**config.mk**
```make
export PLATFORM = sky130hd
export DESIGN_NAME = bcd_down_counter_flat
export DESIGN_NICKNAME = d
export VERILOG_FILES = /design/src/rtl/counter_pkg.sv /design/src/rtl/bcd_down_counter_if.sv /design/src/rtl/bcd_down_digit.sv /design/src/rtl/bcd_down_counter.sv /design/src/flat_wrapper.sv
export SDC_FILE = /design/constraint.sdc
export NUM_CORES = 1
export LEC_CHECK = 0
export BUFFER_PORTS_ARGS = -buffer_cell sky130_fd_sc_hd__clkbuf_2
export CAP_MARGIN = 20
export CORE_AREA = 4 4 55 82
export CTS_BUF_LIST = sky130_fd_sc_hd__clkbuf_16
export DETAILED_ROUTE_END_ITERATION = 10
export DIE_AREA = 0 0 59 86
export GPL_TIMING_DRIVEN = 0
export PLACE_DENSITY = 0.48
export SYNTH_ARGS = -nofsm -noshare
export SYNTH_HDL_FRONTEND = slang
export SYNTH_SLANG_ARGS = --single-unit
export TNS_END_PERCENT = 50
```
**constraint.sdc**
```tcl
create_clock -name clk -period 3.7 [get_ports clk]
set_input_delay 0 -clock clk [delete_from_list [all_inputs] [get_ports clk]]
set_output_delay 0 -clock clk [all_outputs]
set_load 0.005 [all_outputs]
```
**src/rtl/counter_pkg.sv**
```systemverilog
// Shared BCD counter definitions: digit type, digit limits and preset sanitising.
package counter_pkg;

   localparam int unsigned BCD_DIGIT_W = 4;

   typedef logic [BCD_DIGIT_W-1:0] bcd_digit_t;

   localparam bcd_digit_t BCD_MAX = 4'd9;

   // Non-decimal nibbles clamp to 9 so the count never leaves valid BCD.
   function automatic bcd_digit_t sanitize_digit(input bcd_digit_t d);
      return (d > BCD_MAX) ? BCD_MAX : d;
   endfunction

endpackage

```
**src/rtl/bcd_down_counter_if.sv**
```systemverilog
// Control/data bundle for bcd_down_counter; master drives load/enable, slave returns the count.
interface bcd_down_counter_if
   import counter_pkg::*;
#(
   parameter int unsigned DIGITS = 4
);
   localparam int unsigned W = BCD_DIGIT_W * DIGITS;

   logic         enable;
   logic         load;
   logic [W-1:0] load_value;
   logic [W-1:0] count;
   logic         zero;
   logic         done;

   modport master (
      output enable, load, load_value,
      input  count, zero, done
   );

   modport slave (
      input  enable, load, load_value,
      output count, zero, done
   );
endinterface

```
**src/rtl/bcd_down_digit.sv**
```systemverilog
// Single BCD digit cell: loads a digit, or steps down by one (0 wraps to 9) on borrow.
module bcd_down_digit
   import counter_pkg::*;
(
   input  logic       clk,
   input  logic       reset,
   input  logic       load,
   input  bcd_digit_t load_digit,
   input  logic       borrow_in,
   output bcd_digit_t digit,
   output logic       is_zero
);

   always_ff @(posedge clk) begin
      if (reset) begin
         digit <= '0;
      end else if (load) begin
         digit <= load_digit;
      end else if (borrow_in) begin
         digit <= (digit == '0) ? BCD_MAX : digit - bcd_digit_t'(1);
      end
   end

   assign is_zero = (digit == '0);

endmodule

```
**src/rtl/bcd_down_counter.sv**
```systemverilog
// Cascaded BCD down counter with zero flag and done pulse on reaching zero.
// Build option BCD_DOWN_COUNTER_AUTO_RELOAD_EN: enable at zero reloads the preset instead of saturating.
module bcd_down_counter
   import counter_pkg::*;
#(
   parameter int unsigned DIGITS = 4
)(
   input  logic             clk,
   input  logic             reset,
   bcd_down_counter_if.slave bus
);

   localparam int unsigned W = BCD_DIGIT_W * DIGITS;

   logic [W-1:0]      count_w;
   logic [W-1:0]      preset;
   logic [W-1:0]      load_clean;
   logic [DIGITS-1:0] is_zero;
   logic [DIGITS-1:0] borrow;
   logic              zero_w;
   logic              dec;
   logic              reload;
   logic              cell_load;
   logic              done_q;
   logic              done_d;

   assign zero_w = &is_zero;
   assign dec    = bus.enable & ~bus.load & ~zero_w;

`ifdef BCD_DOWN_COUNTER_AUTO_RELOAD_EN
   assign reload = bus.enable & ~bus.load & zero_w;
`else
   assign reload = 1'b0;
`endif

   assign cell_load = bus.load | reload;

   // Digit cells; borrow ripples up through a prefix-AND of lower zero flags.
   for (genvar i = 0; i < int'(DIGITS); i++) begin : g_digit
      bcd_digit_t cell_digit;
      bcd_digit_t cell_load_digit;

      assign load_clean[i*BCD_DIGIT_W +: BCD_DIGIT_W] =
         sanitize_digit(bus.load_value[i*BCD_DIGIT_W +: BCD_DIGIT_W]);

      assign cell_load_digit = bus.load ? load_clean[i*BCD_DIGIT_W +: BCD_DIGIT_W]
                                        : preset[i*BCD_DIGIT_W +: BCD_DIGIT_W];

      if (i == 0) begin : g_lsd
         assign borrow[i] = dec;
      end else begin : g_upper
         assign borrow[i] = borrow[i-1] & is_zero[i-1];
      end

      bcd_down_digit u_digit (
         .clk        (clk),
         .reset      (reset),
         .load       (cell_load),
         .load_digit (cell_load_digit),
         .borrow_in  (borrow[i]),
         .digit      (cell_digit),
         .is_zero    (is_zero[i])
      );

      assign count_w[i*BCD_DIGIT_W +: BCD_DIGIT_W] = cell_digit;
   end

   always_ff @(posedge clk) begin
      if (reset) begin
         preset <= '0;
      end else if (bus.load) begin
         preset <= load_clean;
      end
   end

   // Pulse only when a decrement steps 0..01 down to zero.
   always_comb begin
      done_d = 1'b0;
      if (dec && (count_w == W'(1))) begin
         done_d = 1'b1;
      end
   end

   always_ff @(posedge clk) begin
      if (reset) begin
         done_q <= 1'b0;
      end else begin
         done_q <= done_d;
      end
   end

   assign bus.count = count_w;
   assign bus.zero  = zero_w;
   assign bus.done  = done_q;

endmodule
```
**src/flat_wrapper.sv**
```systemverilog
// flat-port wrapper written by rule: the top's interface ports become plain ports
module bcd_down_counter_flat import counter_pkg::*;
#(
   parameter int unsigned DIGITS = 4
)
  (clk, reset, bus_enable, bus_load, bus_load_value, bus_count, bus_zero, bus_done);
  bcd_down_counter_if #(.DIGITS(DIGITS)) bus_i ();
  input  logic clk;
  input  logic reset;
  input wire logic [$bits(bus_i.enable)-1:0] bus_enable;
  input wire logic [$bits(bus_i.load)-1:0] bus_load;
  input wire logic [$bits(bus_i.load_value)-1:0] bus_load_value;
  output wire logic [$bits(bus_i.count)-1:0] bus_count;
  output wire logic [$bits(bus_i.zero)-1:0] bus_zero;
  output wire logic [$bits(bus_i.done)-1:0] bus_done;
  assign bus_i.enable = bus_enable;
  assign bus_i.load = bus_load;
  assign bus_i.load_value = bus_load_value;
  assign bus_count = bus_i.count;
  assign bus_zero = bus_i.zero;
  assign bus_done = bus_i.done;
  bcd_down_counter #(.DIGITS(DIGITS)) u_core (.clk(clk), .reset(reset), .bus(bus_i));
endmodule
```
### Word-level counts from Yosys, hierarchy flattened

Index checks and enable logic that the tools add are counted.

| word-level totals | value |
|---|---|
| flip-flop bits (word level) | 17 |
| bits of input ports | 20 |
| logic and storage cells | 48 |

| cells by class | value |
|---|---|
| add/subtract/negate cells | 4 |
| magnitude comparators | 4 |
| eq/ne operators | 1 |
| muxes and demuxes | 17 |
| bitwise logic cells | 7 |
| reductions and logical operators | 10 |

Operator list:

| kind | number |
|---|---|
| 4-bit two-way mux | 16 |
| 16-bit by 1-bit equality test with 1-bit output (second input constant) | 1 |
| 4-bit > comparator (second input constant) | 4 |
| 4-bit logical NOT | 4 |
| 4-bit by 1-bit subtractor with 4-bit output (second input constant) | 4 |
| 2-bit nonzero test | 4 |
| 1-bit bitwise AND | 5 |
| 4-bit AND reduction | 1 |
| 1-bit NOT | 2 |
| 1-bit logical AND | 1 |
| 1-bit two-way mux | 1 |

### Depth between registers and ports, before layout

| depth | value |
|---|---|
| word-level depth | 9 |
| mapped depth | 5 |

### By module

A second synthesis with hierarchy kept.

| unflattened totals | value |
|---|---|
| cells, all modules | 196 |
| area, all modules | 1709.1 um^2 |

Modules (own cells, without submodules):

| module | instances | cells each | area an instance (um^2) | seq. area each (um^2) |
|---|---|---|---|---|
| bcd_down_counter | 1 | 100 | 873.3 | 340.3 |
| bcd_down_digit | 4 | 24 | 209.0 | 80.1 |

### Least setup slack after synthesis

OpenSTA, ideal clock, no wires.

| timing path | value |
|---|---|
| path kind | flip-flop to flip-flop |
| start | register u_core.g_digit[2].u_digit.digit[0] |
| end | register u_core.g_digit[3].u_digit.digit[2] |
| library setup time | 62 ps |
| arrival time | 1495 ps |
| required time | 3638 ps |
| slack | 2143 ps |
| stages on the path, launching flop included | 5 |
| buffers on the path | 0 |
| period minus slack after synthesis | 1557 ps |
| cells stage by stage | dfxtp_1 > nor4_4 > nand4_4 > or4_1 > nand3_1 |

| on the way | value |
|---|---|
| longest elaborated chain between the ends | 8 |

Ends and longest elaborated chain:

| item | line | RTL |
|---|---|---|
| from (decl) | bcd_down_digit.sv:10 | `output bcd_digit_t digit,` |
| from (signal assigned) | bcd_down_digit.sv:18 | `digit <= load_digit;` |
| from (signal assigned) | bcd_down_digit.sv:20 | `digit <= (digit == '0) ? BCD_MAX : digit - bcd_digit_t'(1);` |
| 4-bit logical NOT * | bcd_down_digit.sv:24 | `assign is_zero = (digit == '0);` |
| 4-bit AND reduction | bcd_down_counter.sv:27 | `assign zero_w = &is_zero;` |
| 1-bit NOT | bcd_down_counter.sv:28 | `assign dec = bus.enable & ~bus.load & ~zero_w;` |
| 1-bit bitwise AND | bcd_down_counter.sv:28 |  |
| 1-bit bitwise AND (2 in series) | bcd_down_counter.sv:52 | `assign borrow[i] = borrow[i-1] & is_zero[i-1];` |
| 1-bit bitwise AND * | bcd_down_counter.sv:52 |  |
| 2-bit nonzero test (no line) * | -- |  |
| to (signal assigned) | bcd_down_digit.sv:18 |  |
| to (signal assigned) | bcd_down_digit.sv:20 |  |
| to (decl) | bcd_down_digit.sv:10 |  |

Mark *: on every way between the ends. The rest lies on a longest branch, timed or not.
A chain may end at the register's enable or synchronous reset.

### Worst setup path after layout

Same ends and word-level chain as after synthesis.

==> run summary <==
Status: complete, no violations
Ys async rst share: 0%
Final wirelength: 3524 um
Pleak: 0.5777 nW
Largest family of logic cells by synthesized area: simple AND/OR/NAND/NOR gates
Synthesized area: 1125 um2
Final Hold Slack: 5.500 ps
Syn nets: 153
R2R depth: 4
Post-synthesis simple-gate area fraction: 40.38%
CTS buffer count: 3
Design area: 1460 um2
Routed wire per std cell: 16.02 um
Skew-Pair Late Insertion Delay: 250 ps
I/O Pins: 38
Mean Syn Cell Area: 8.457 um2
Max_cap viols: 0
Final setup TNS: 0 ps
Crit path required time: 3890 ps
Adder-cell share of the synthesized area: 0%
CP Buf/Inv Count: 0
Fraction of layout instances using a drive strength above 1: 29.14%
Cell accounting for the most synthesized area: dfxtp_1
Final Max Tran Viols: 0
Post-synth EDFFs: 0
Die ar.: 5074 um2
Ant diodes: 0
Routed Antenna Nets: 0
XOR/XNOR Fraction of Synth Area: 0%
Peak supply drop: 266.7 uV
Antenna violations before repair: 0
Worst path cell trace: nor4_4 -> nand4_4 -> or4_1 -> nand3_1
Number of port buffers: 36
Final core utilization: 37.89%
GP Congestion: 0.7141
Compound-Gate Fraction of Synth Area: 25.36%
DP HPWL: 2627 um
Die H: 86 um
Relative slew slack: 61.88%
Crit Path Max Fanout: 8
DP Area: 1361 um2
Hold path cells: 3
Drt pass-1 iters: 4
Slowest cell on crit path: or4_1
First-pass GRT wire length: 5878 um
Total power: 0.5671 mW
Fin. Hold Viols: 0
Horiz. Die Dim: 59 um
Routed vias: 1254
Kind of critical path: reg2reg
Vias in the first global route: 1195
Post-synth top cells: dfxtp_1 (17), nor2_1 (11), a21oi_1 (8)
Nets: 196
Mux contribution to synthesized area: 1.001%
Final Setup Violations: 0
Tot GR Track Use: 14.98%
Cell Pwr Density: 388.4 nW/um2
Hold WC Path Type: in2reg
Post-CTS setup buffers: 0
Unrepaired setup endpoints after global routing: false
Area Overhead vs Synth: 29.81%
Reg clk slew, reported paths: 50 ps
Yosys reg bits: 17
CP max stage delay: 510 ps
Element type at the critical path end: flop
CTS tree: done
FMAX: 0.5732 GHz
Core area: 3854 um2
Startpoint types: flop
Synth cell types: 46
Largest net degree at the start of global routing: 11
Count leader, synth: dfxtp_1
Iter 0 DRT Violations: 23
Worst clock skew: 2.160 ps
Starting Density: 29.19%
Slew @ Worst Pin: 571.8 ps
Levels on crit path: 4
DRC: 0
CP top delay family: simple AND/OR/NAND/NOR gates
CTS Sinks: 17
Top cell type's share of synthesized area: 30.26%
Most used DFF post-synth: dfxtp_1
Crit path DAT: 1940 ps
Htree depth: 1
DR vias/cell: 5.700
Overflow left after global routing: 0
Synth warn: 0
Max Buffers Root-to-Sink: 2
Register area share after synthesis: 30.26%
# rows: 28
Main area contributors after synthesis: dfxtp_1 (30%), nor4_4 (5.7%), nor2_1 (3.7%)
Final period util: 47.15%
Mapped Cells: 133
CTS Root Cell: clkbuf_16
Tmin final: 1744 ps
-- per-layer routing --
layer	part of all wire, %	GRT usage (%)
met1	42	17.85
met2	52	25.55
met5	0	0
met3	4.3	2.259
met4	1.6	7.010
-- tightest hold or removal path, cell delays in order --
cell and delay, ps:
clkbuf_2 80, nand3b_1 70, a21oi_1 50
-- power breakdown --
group / switching (mW) / internal [mW] / total (mW)
clock: 0.0778 / 0.144 / 0.222
sequential: 0.0253 / 0.195 / 0.221
combinational: 0.0681 / 0.0568 / 0.125
total: 0.171 / 0.396 / 0.567
-- state kept, by name, summed over array words and instances (netlist names) --
register                      count
u_core.bus.done                   1
u_core.g_digit.u_digit.digit     16
-- worst paths after layout --
path                                                          from                                  to  slack [ps]
worst max-delay path            u_core.g_digit[2].u_digit.digit[0]  u_core.g_digit[3].u_digit.digit[2]        1960
worst max register to register  u_core.g_digit[2].u_digit.digit[0]  u_core.g_digit[3].u_digit.digit[2]        1960
worst min-delay path                             bus_load_value[1]  u_core.g_digit[0].u_digit.digit[1]           6
worst min register to register  u_core.g_digit[1].u_digit.digit[2]  u_core.g_digit[1].u_digit.digit[2]         580
-- kinds of logic (layout without fill, tap and decap cells) --
| group | count (synthesis) | in the layout |
|---|---|---|
| flops | 17 | 17 |
| compound gates | 41 | 41 |
| buf+inv | 9 | 51 |
| mux | 1 | 1 |
| simple gates | 65 | 65 |
-- metrics by stage --
stage                     std cells  worst slack [ps]
final                           220              1956
after global routing            220              1780
after CTS                       220              1944
after detailed placement        214              1953
after global placement          214              1972
after floorplan                 133              2143
-- cell type report --
class                   count  area (um2)
fillers                   413        2394
multi-input cells         107       750.7
flip-flops and latches     17       340.3
repair buffers             38       200.2
clock buffers               3       75.07
well taps                  45       56.30
plain buffers               5       18.77
inverters                   4       15.01
clock inverters             1       3.754
-- placed cells by master (no fill, tap or decap), types with 2 or more instances in the layout --
cell           count
clkbuf_1           4
nor2b_1            2
dfxtp_1           17
nor4_4             3
nand2_1            6
clkbuf_2          36
nand4_1            5
a21oi_1            8
clkbuf_16          3
a311oi_1           2
nor4_1             3
or3_1              4
nand3b_1           4
a211oi_1           4
nand2b_1           4
nand3_1            3
inv_1              4
o31ai_1            2
nor2_1            11
o21a_1             4
nor3b_1            3
o21ai_0            6
o211ai_1           2
dlygate4sd3_1      2
nor3_1             6
a221oi_1           2
a31oi_1            3
-- repair_timing --
item | in CTS | in global routing
resized for setup | 0 | 0
hold buffers | 2 | 0
endpoints found under the hold margin | 2 | 0
(Power assumes the default switching activity.)
